**src/rtl/fp_unit.sv**
```systemverilog
// fp_unit: forward-propagation engine.
// Captures a binary image on an accepted do_fp pulse, streams one signed
// weight per (neuron, pixel) from the weight memory, accumulates one dot
// product per output neuron and reports the argmax neuron and its score
// with a single-cycle fp_done pulse.
//
// Ports:
//   clk       - clock, rising edge
//   rst_l     - asynchronous active-low reset
//   do_fp     - start pulse, honoured only in IDLE
//   image_in  - pixel vector, bit p = pixel p
//   w_rd      - weight memory read strobe
//   w_addr    - weight read address, o*IMG_SZ + p
//   w_data    - signed weight, valid one cycle after the w_rd cycle
//   busy      - high from the cycle after acceptance through the fp_done cycle
//   fp_done   - one-cycle completion pulse
//   result    - winning neuron index, held until the next fp_done
//   score     - winning signed sum, held with result
module fp_unit #(
  parameter int IMG_SZ    = 32,
  parameter int NUM_OUT   = 10,
  parameter int W_WIDTH   = 8,
  parameter int ACC_WIDTH = W_WIDTH + $clog2(IMG_SZ) + 1
) (
  input  logic                                  clk,
  input  logic                                  rst_l,
  input  logic                                  do_fp,
  input  logic [IMG_SZ-1:0]                     image_in,
  output logic                                  w_rd,
  output logic [$clog2(NUM_OUT*IMG_SZ)-1:0]     w_addr,
  input  logic [W_WIDTH-1:0]                    w_data,
  output logic                                  busy,
  output logic                                  fp_done,
  output logic [$clog2(NUM_OUT)-1:0]            result,
  output logic signed [ACC_WIDTH-1:0]           score
);

  localparam int AW = $clog2(NUM_OUT*IMG_SZ);
  localparam int PW = $clog2(IMG_SZ);
  localparam int OW = $clog2(NUM_OUT);
  localparam logic [PW-1:0] P_LAST = PW'(IMG_SZ-1);
  localparam logic [OW-1:0] O_LAST = OW'(NUM_OUT-1);

  typedef enum logic [1:0] {IDLE, RUN, DRAIN, DONE} state_t;

  state_t                       state;
  logic [OW-1:0]                o;
  logic [PW-1:0]                p;
  logic [IMG_SZ-1:0]            image;

  // Return-path copy of the read counters, one cycle behind the strobe
  logic                         ret_vld;
  logic [OW-1:0]                ro;
  logic [PW-1:0]                rp;

  logic signed [ACC_WIDTH-1:0]  acc;
  logic signed [ACC_WIDTH-1:0]  best;
  logic [OW-1:0]                best_idx;

  logic signed [ACC_WIDTH-1:0]  w_ext;
  logic signed [ACC_WIDTH-1:0]  acc_base;
  logic signed [ACC_WIDTH-1:0]  acc_add;
  logic signed [ACC_WIDTH-1:0]  next_acc;
  logic                         take;
  logic signed [ACC_WIDTH-1:0]  new_best;
  logic [OW-1:0]                new_idx;

  // IMG_SZ is a power of two, so {o, p} is exactly o*IMG_SZ + p
  assign w_rd   = (state == RUN);
  assign w_addr = w_rd ? AW'({o, p}) : '0;

  // Accumulate the returning weight; the first pixel of a neuron restarts
  // the sum. Neuron 0 always seeds best, later neurons must beat it strictly
  // so ties stay with the lower index.
  always_comb begin
    w_ext    = {{(ACC_WIDTH-W_WIDTH){w_data[W_WIDTH-1]}}, w_data};
    acc_base = acc;
    if (rp == '0)
      acc_base = '0;
    acc_add = '0;
    if (image[rp])
      acc_add = w_ext;
    next_acc = acc_base + acc_add;
    take     = ret_vld && (rp == P_LAST) && ((ro == '0) || (next_acc > best));
    new_best = best;
    new_idx  = best_idx;
    if (take) begin
      new_best = next_acc;
      new_idx  = ro;
    end
  end

  always_ff @(posedge clk or negedge rst_l) begin
    if (!rst_l) begin
      state    <= IDLE;
      o        <= '0;
      p        <= '0;
      image    <= '0;
      ret_vld  <= 1'b0;
      ro       <= '0;
      rp       <= '0;
      acc      <= '0;
      best     <= '0;
      best_idx <= '0;
      busy     <= 1'b0;
      fp_done  <= 1'b0;
      result   <= '0;
      score    <= '0;
    end else begin
      ret_vld <= (state == RUN);
      ro      <= o;
      rp      <= p;
      fp_done <= 1'b0;
      if (ret_vld) begin
        acc      <= next_acc;
        best     <= new_best;
        best_idx <= new_idx;
      end
      case (state)
        IDLE: begin
          if (do_fp) begin
            image <= image_in;
            o     <= '0;
            p     <= '0;
            busy  <= 1'b1;
            state <= RUN;
          end
        end
        RUN: begin
          if (p == P_LAST) begin
            p <= '0;
            if (o == O_LAST) begin
              o     <= '0;
              state <= DRAIN;
            end else begin
              o <= o + 1'b1;
            end
          end else begin
            p <= p + 1'b1;
          end
        end
        // The final weight arrives this cycle, so publish the bypassed winner
        DRAIN: begin
          fp_done <= 1'b1;
          result  <= new_idx;
          score   <= new_best;
          state   <= DONE;
        end
        DONE: begin
          busy  <= 1'b0;
          state <= IDLE;
        end
        default: state <= IDLE;
      endcase
    end
  end

endmodule

```
**config.mk**
```make
export PLATFORM = sky130hd
export DESIGN_NAME = fp_unit
export DESIGN_NICKNAME = d
export VERILOG_FILES = /design/src/rtl/fp_unit.sv
export SDC_FILE = /design/constraint.sdc
export NUM_CORES = 1
export LEC_CHECK = 0
export ABC_CLOCK_PERIOD_IN_PS = 5400
export BUFFER_PORTS_ARGS = -buffer_cell sky130_fd_sc_hd__buf_2
export CAP_MARGIN = 25
export CORE_MARGIN = 4
export CORE_UTILIZATION = 35
export DETAILED_ROUTE_END_ITERATION = 8
export SLEW_MARGIN = 25
export SYNTH_ARGS = -nofsm -noshare
export SYNTH_HDL_FRONTEND = slang
export SYNTH_SLANG_ARGS = --single-unit
```
**constraint.sdc**
```tcl
create_clock -name clk -period 5.4 [get_ports clk]
set_input_delay 1.08 -clock clk [delete_from_list [all_inputs] [get_ports clk]]
set_output_delay 1.08 -clock clk [all_outputs]
set_load 0.005 [all_outputs]
```
* Yosys cells after proc, flatten, opt, wreduce, memory -nomap -nowiden
Index checks and enable logic that the tools add are counted.
** Cells by class
- $add $sub $neg :: 3
- Order comparisons :: 2
- Equal/unequal tests :: 9
- Muxes and demuxes :: 21
- Reduce and logical (&&, ||, !) cells :: 13
** Operators with widths (number)
- 14-bit two-way mux :: 3
- 4-bit two-way mux :: 4
- 14-bit adder :: 1
- 14-bit greater-than comparator :: 1
- 5-bit == test (second input constant) :: 2
- 5-bit two-way mux :: 2
- 5-bit one-hot mux with 2 select lines :: 1
- 9-bit two-way mux :: 1
- 2-bit one-hot mux with 4 select lines :: 1
- 4-bit one-hot mux with 2 select lines :: 1
- 5-bit by 6-bit < comparator with 1-bit output (second input constant) :: 1
- 2-bit two-way mux :: 3
- 2-bit AND reduction :: 3
- 3-bit AND reduction :: 2
- 5-bit by 1-bit adder with 5-bit output (second input constant) :: 1
- 1-bit binary-select mux with 5-bit select :: 1
- 5-bit logical NOT :: 1
- 4-bit by 1-bit adder with 4-bit output (second input constant) :: 1
- 2-bit == test (second input constant) :: 2
- 4-bit == test (second input constant) :: 1
- 4-bit logical NOT :: 1
- 2-bit by 1-bit != test with 1-bit output (second input constant) :: 2
- 2-bit nonzero test :: 2
- 1-bit two-way mux :: 3
- 6 further kinds :: 7
** Word-level totals
- Register bits :: 105
- Input bits :: 43
- Output and inout bits :: 30
- Logic and storage cells :: 62

* Logic depth before layout (Yosys ltp)
Gate-level depths: netlist (run 1).
- Depth in word-level cells :: 8
- Depth in mapped cells :: 27

* Worst setup path before layout (run 1)
Ideal clock, no wire load.
- Kind :: reg-to-reg
- Start :: reg rp[1]
- End :: reg score[12]
- Library setup time :: 0.125 ns
- Arrival :: 5.213 ns
- Required time :: 5.275 ns
- Slack :: 0.063 ns
- Cell stages (with the launch flop) :: 26
- Path buffers :: 5
- Cells stage by stage :: dfrtp_1 -> buf_6 -> buf_12 -> nand3b_1 -> clkbuf_1 -> and2_1 -> ha_1 -> fa_1 -> a21o_1 -> a21oi_1 -> o21a_1 -> nor2_1 -> o221a_2 -> nor3_1 -> or3_1 -> nand2_1 -> ha_1 -> and4_1 -> nand3_1 -> o32ai_1 -> o21ai_1 -> and2_1 -> clkbuf_1 -> clkbuf_1 -> a31oi_1 -> mux2_2
** On the way
- Longest elaborated chain between the ends :: 8
** Ends and longest elaborated chain
- start, declared :: line 54 : logic [PW-1:0] rp;
- start signal, assigned :: line 112 : rp <= p;
- 1-bit binary-select mux with 5-bit select :: line 81 : if (image[rp])
- 1-bit two-way mux (not written as such) :: line 81
- 14-bit two-way mux :: line 81
- 14-bit adder (*) :: line 83 : next_acc = acc_base + acc_add;
- net next_acc[12] :: line 63 : logic signed [ACC_WIDTH-1:0] next_acc;
- 14-bit greater-than comparator :: line 84 : take = ret_vld && (rp == P_LAST) && ((ro == '0) || (next_acc > best));
- 1-bit logical OR :: line 84
- 1-bit logical AND :: line 84
- 14-bit two-way mux (*) :: line 87 : if (take) begin
- end signal, assigned :: line 146 : score <= new_best;
- end, declared :: line 35 : output logic signed [ACC_WIDTH-1:0] score
Mark *: on every way through the listed nets, which the timed path passes. The rest lies on a longest branch. The select of a mux whose other input is x is not followed.
A chain may end at the register's enable or synchronous reset.

* Final worst setup path (run 1)
- Start :: reg rp[1]
- End :: reg score[10]
** On the way
- Longest elaborated chain between the ends :: 8
** Ends and longest elaborated chain (line)
- 1-bit binary-select mux with 5-bit select :: 81
- 1-bit two-way mux (not written as such) :: 81
- 14-bit two-way mux :: 81
- 14-bit adder (*) :: 83
- net next_acc[13] :: 63
- 14-bit greater-than comparator (*) :: 84
- 1-bit logical OR (*) :: 84
- 1-bit logical AND (*) :: 84
- 14-bit two-way mux (*) :: 87
Marked as above.

==> impl_metrics.toml, run 1 <==
[worst_hold_path]
min_path_type = "reg2reg"

[route]
drc = 0
wl_per_cell_um = 15.96
drt_iter0_drc = 110
dr.pass1.iters = 4
via_per_inst = 4.956
via_count = 3965
drtAntennaViolNets = 0
wl_um = 12770

[global_route]
grt-ovfl-total = 0
antenna_found_initial = 0
grt_pass1_wl_um = 20180
grt_pass1_vias = 3982
grt_max_degree = 70
track_usage = 0.1374

[timing]
slew_violations = 0
skew_ps = 9.846
min_period_ps = 5301
max_freq_mhz = 188.7
setup_violations = 0
relSlewSlack = 0.3995
rsz0062_at_grt = "yes"
finalCritPeriodShare = 0.9816
hold_viol_final = 0
tightest_slew_ps = 897.5
setup_ws_ps = 99.49

[setup_path]
cp-start-kind = "register"
path_max_fanout = 6
reg2reg_depth = 24
r2r-end = "score[10]$_DFFE_PN0P_"
startpoint = "rp[1]$_DFF_PN0_"
worstSetupEndpoint = "score[10]$_DFFE_PN0P_"
r2r_start = "rp[1]$_DFF_PN0_"
critPathKind = "reg2reg"
r2r_slack_ps = 100
path_cells = "clkbuf_16, mux2i_4, a22oi_2, nand3_2, nand4_4, and2_4, ha_4, a21oi_2, nor2b_2, o31ai_4, a21oi_2, maj3_2, a21o_1, a211oi_2, xnor2_1, inv_1, ha_4, and4_1, nand3_1, o32ai_2, o21ai_2, and2_4, mux2_2, mux2_2"
cp-end-kind = "register"
crit_slowest_cell = "dfrtp_2"
required_ps = 5630
arrival_ps = 5530
critPathMaxStageDelay_ps = 480

[yosys]
syn_area_mm2 = 0.005595
yosysSeqAreaShare = 0.4696
yosysTopAreaCellShare = 0.4696
syn_inst = 490
yosysMostFrequentCell = "dfrtp_1"
yosysWarningCount = 0
synthArstFlopShare = 1.000
synth_edf_count = 0
synth_top_area_cell = "dfrtp_1"
ys_top_cells_by_area = "dfrtp_1 47%, mux2_2 14%, ha_1 7.2%, mux2i_1 3.8%, and2_1 3.1%"
yosysUniqueCellTypes = 62
synth_area_per_cell_um2 = 11.42
ys_top_cells_by_count = "105 x dfrtp_1, 70 x mux2_2, 32 x ha_1"
synth_nets = 566
ys_ff_latch = 105
ys.flop_type = "dfrtp_1"

[placed_design]
gp_congestion = 0.8465
dp_hpwl_um = 8960
place_ws_ps = -112.8
placedCellCount = 771
port_buffers = 72

[floorplan]
ios = 73
die_w_um = 134.4
row_count = 45
core_mm2 = 0.01543
dieArea_mm2 = 0.01807
dieHeight_um = 134.4
initial_core_util = 0.3627

[cts]
clk_pin_slew_ps = 70
root_buffer = "clkbuf_16"
cts_max_level = 3
cts_buffer_depth = 2
ctsHoldBuffers = 0
numCtsBuffers = 9
cts_sinks = 105
clkLatencyLatePin_ps = 350
cts_tree = "done"

[run]
max-cap-violations = 0

[power_and_ir_drop]
vdd_drop_max_mv = 0.1815
total_power_w = 0.004046
p_leak_nw = 3.195
cellPowerDensity_mw_per_mm2 = 583.8

[finish]
antenna_cells = 0
area_delta_synth_final_pct = 23.88
drive_above_1_share = 0.3854
num-nets-final = 660
final_cell_count_no_fill = 800
fill_cells = 1467
fin_util = 0.4493

[run_status]
status = "complete, no violations"
-- how the worst min path moves through the flow --
| stage | from | endpoint | slack, ps | depth (start not counted) |
|---|---|---|---|---|
| final | p[4]$_DFFE_PN0P_ | rp[4]$_DFF_PN0_ | 460 | 0 |
| after global routing | o[3]$_DFFE_PN0P_ | ro[3]$_DFF_PN0_ | 490 | 0 |
| after CTS | p[4]$_DFFE_PN0P_ | rp[4]$_DFF_PN0_ | 470 | 0 |
| after detailed placement | o[3]$_DFFE_PN0P_ | ro[3]$_DFF_PN0_ | 460 | 0 |
| after global placement | o[1]$_DFFE_PN0P_ | ro[1]$_DFF_PN0_ | 430 | 0 |
| after floorplan | p[2]$_DFFE_PN0P_ | rp[2]$_DFF_PN0_ | 350 | 0 |
-- registers in the layout, indices dropped and copies added, names as in the netlist --
| name | count |
|---|---|
| rp | 5 |
| fp_done | 1 |
| ret_vld | 1 |
| busy | 1 |
| acc | 14 |
| p | 5 |
| best | 14 |
| result | 4 |
| score | 14 |
| ro | 4 |
| o | 4 |
| state | 2 |
| image | 32 |
| best_idx | 4 |
-- logic make-up after synthesis --
logic type                 share of synthesized area
and+or+nand+nor                               0.1228
DFF                                           0.4696
muxes                                         0.1784
AOI/OAI and AO/OA                            0.09571
buffers and inverters                        0.03264
adders and majority gates                    0.07893
xor gates and xnor gates                     0.02191
-- power breakdown --
group	leakage [nW]	internal, W	switching, W
clock	0.136	0.000340	0.000286
combinational	1.78	0.00111	0.00112
sequential	1.28	0.00101	0.000187
total	3.20	0.00246	0.00159
-- per-stage QoR --
stage / TNS [ps] / area [um2] / hold slack (ps)
2_1_floorplan: 0 / 5595 / 351.9
3_3_place_gp: -397.5 / 6251 / 433.6
3_5_place_dp: -674.3 / 6254 / 456.3
4_1_cts: 0 / 6544 / 474.2
5_1_grt: -779.2 / 6932 / 487.4
6_report: 0 / 6932 / 463.8
-- layout by cell type (no fill, tap or decap), types with 11 or more instances in the layout --
| cell | netlist | layout |
|---|---|---|
| clkbuf_16 | 0 | 11 |
| mux2_2 | 70 | 61 |
| ha_1 | 32 | 26 |
| buf_2 | 1 | 71 |
| nand3_1 | 16 | 16 |
| a21oi_1 | 21 | 17 |
| and2_1 | 28 | 24 |
| dfrtp_1 | 105 | 104 |
| nor2_1 | 18 | 17 |
| inv_1 | 26 | 26 |
| mux2i_1 | 21 | 18 |
| nand2_1 | 22 | 21 |
| buf_4 | 0 | 20 |
| o21ai_0 | 19 | 15 |
-- layout make-up --
type / instances / area [um2] / share of cell area
sequential: 105 / 2629 / 0.3792
timing repair buffer: 97 / 609.3 / 0.08791
clock inverter: 3 / 25.02 / 0.003610
inverter: 27 / 101.3 / 0.01462
multi-input combinational: 344 / 3043 / 0.4390
clock buffer: 13 / 260.3 / 0.03755
tap: 211 / 264.0 / 0.03809
-- routing by layer --
metal / vias up / GRT usage / part of all wire
met5: - / 0 / 0
met4: 0 / 0.05373 / 0.017
met3: 15 / 0.01988 / 0.029
met2: 71 / 0.2207 / 0.49
met1: 1951 / 0.1880 / 0.47
li1: 1928 / - / -
-- worst max-delay path, delay by kind of cell, from the launching register on --
| family | cells | cell delay (ps) |
|---|---|---|
| buffers and inverters | 2 | 290 |
| AO/OA/AOI/OAI | 8 | 1600 |
| AND/OR/NAND/NOR | 7 | 1040 |
| multiplexers | 3 | 800 |
| XOR/XNOR | 1 | 170 |
| flip-flops | 1 | 480 |
| adder cells (fa/ha/maj) | 3 | 790 |
-- timing repair --
item / CTS / global route
setup endpoints to repair: 16 / 34
resized for setup: 3 / 52
cloned: 0 / 4
setup buffers: 0 / 9
pin swaps: 0 / 19
(Power assumes the default switching activity.)
==> inputs of run 2 (changes only) <==
ABC_CLOCK_PERIOD_IN_PS = 5500   (was 5400)
clock period = 5.5 ns   (was 5.4 ns; I/O delays follow)
==> run 2 against run 1 <==
Compared with the run above:
- die area unchanged
- first-iteration DRC count up 75%
- register-to-register slack worse by 50 ps
- core utilization down 0.41 points
- power down 0.92%
- cell area down 0.90%
- worst setup slack worse by 51 ps
- hold slack better by 4.9 ps
- combinational power down 4%
- sequential power about the same
- non-clock buffer count down 7
- clock skew down 3.0 ps
==> impl_metrics.toml, run 2 (same netlist as run 1, synthesis figures left out) <==
[run_status]
status = "complete, no violations"

[route]
wl_per_cell_um = 15.90
dr.pass1.iters = 4
drc = 0
via_count = 3994
via_per_inst = 5.043
drtAntennaViolNets = 0
wl_um = 12600
drt_iter0_drc = 193

[cts]
cts_max_level = 3
root_buffer = "clkbuf_16"
numCtsBuffers = 9
clk_pin_slew_ps = 70
cts_tree = "done"
cts_buffer_depth = 2
cts_sinks = 105
clkLatencyLatePin_ps = 360

[power_and_ir_drop]
cellPowerDensity_mw_per_mm2 = 583.7
vdd_drop_max_mv = 0.2120
p_leak_nw = 3.176

[finish]
regMostFlops = "image"
num-nets-final = 652
drive_above_1_share = 0.3804
layout_common_cells = "104 x dfrtp_1, 71 x buf_2, 65 x mux2_2"
antenna_cells = 0
area_delta_synth_final_pct = 22.76
design_area_mm2 = 0.006869
fill_cells = 1472
largest_reg_flops = 32
final_common_cell = "dfrtp_1"

[run]
max-cap-violations = 0

[timing]
min_period_ps = 5451
relSlewSlack = 0.4067
setup_violations = 0
slew_violations = 0
tightest_slew_ps = 886.7
fin_hold_ws_ps = 468.8
hold_viol_final = 0
max_freq_mhz = 183.5
skew_ps = 6.804
finalCritPeriodShare = 0.9911

[worst_hold_path]
min_path_type = "reg2reg"

[global_route]
grt-ovfl-total = 0
antenna_found_initial = 0
grt_max_degree = 67
track_usage = 0.1370
grt_pass1_wl_um = 20120
grt_pass1_vias = 4058

[floorplan]
initial_core_util = 0.3627
dieArea_mm2 = 0.01807
dieHeight_um = 134.4
row_count = 45
core_mm2 = 0.01543
die_w_um = 134.4
ios = 73

[setup_path]
cp-end-kind = "register"
cp-start-kind = "register"
required_ps = 5740
critPathKind = "reg2reg"
arrival_ps = 5690
path_max_fanout = 6

[placed_design]
gp_congestion = 0.8760
place_area_mm2 = 0.006223
port_buffers = 72
dp_hpwl_um = 8841
-- run 2: final timing paths --
check	startpoint	to	slack, ps	cells after the start
min in group asynchronous	rst_l	image[14]$_DFFE_PN0P_	850	1
max in group asynchronous	rst_l	best[8]$_DFFE_PN0P_	3600	2
worst min-delay path	o[1]$_DFFE_PN0P_	ro[1]$_DFF_PN0_	470	0
worst max register to register	rp[1]$_DFF_PN0_	score[12]$_DFFE_PN0P_	50	26
worst max-delay path	rp[1]$_DFF_PN0_	score[12]$_DFFE_PN0P_	50	26
worst min register to register	o[1]$_DFFE_PN0P_	ro[1]$_DFF_PN0_	470	0
-- run 2: power breakdown --
part,switching [W],total (W),internal (W)
registers,0.000182,0.00117,0.000989
logic,0.00111,0.00214,0.00103
clock network,0.000297,0.000702,0.000404
-- run 2: critical path: stages (launching register included) --
cell	delay [ps]
dfrtp_2	480
clkbuf_16	190
mux2i_1	120
a22oi_1	250
nand3_2	130
nand4_4	140
and2_4	170
ha_1	220
a21oi_1	130
nor2b_1	80
o31ai_2	300
a21oi_2	130
maj3_2	350
a21o_4	230
a211oi_4	320
xnor2_2	190
inv_2	80
ha_4	280
nor3b_1	270
o21ai_0	200
a21oi_1	180
o21ai_2	130
buf_4	150
buf_4	150
a21oi_2	110
a31oi_1	60
mux2_2	280
-- run 2: area by class of cell --
type                    instances  area (um2)  share of cell area
flip-flops and latches        105        2629              0.3827
clock buffers                   9       225.2             0.03279
repair buffers                 90       549.3             0.07996
clock inverters                 7       102.6             0.01494
inverters                      27       101.3             0.01475
multi-input cells             343        2998              0.4364
well taps                     211       264.0             0.03843
-- run 2: stage by stage --
step | power [W] | utilization | instances | setup TNS, ps | setup WS [ps]
after floorplan | 0.002520 | - | 490 | 0 | 162.6
after global placement | 0.002947 | 0.4032 | 767 | 0 | 116.8
after detailed placement | 0.003006 | 0.4034 | 767 | -525.6 | -113.6
after CTS | 0.003729 | 0.4256 | 784 | 0 | 8.450
after global routing | 0.004310 | 0.4453 | 792 | -2068 | -151.1
final | 0.004009 | 0.4453 | 792 | 0 | 48.94
-- run 2: per-layer routing --
layer / up-vias / global-route usage / wire (um)
met5: - / 0 / 0
met4: 0 / 0.06618 / 275
met3: 20 / 0.02063 / 420
met2: 76 / 0.2148 / 6152
met1: 1983 / 0.1860 / 5747
li1: 1915 / - / -
-- run 2: what timing repair did --
item,in CTS,in global routing
gates cloned,0,3
pin swaps,0,18
setup endpoints to repair,9,35
buffers inserted,1,5
hold buffers,0,0
gates resized for setup,3,46
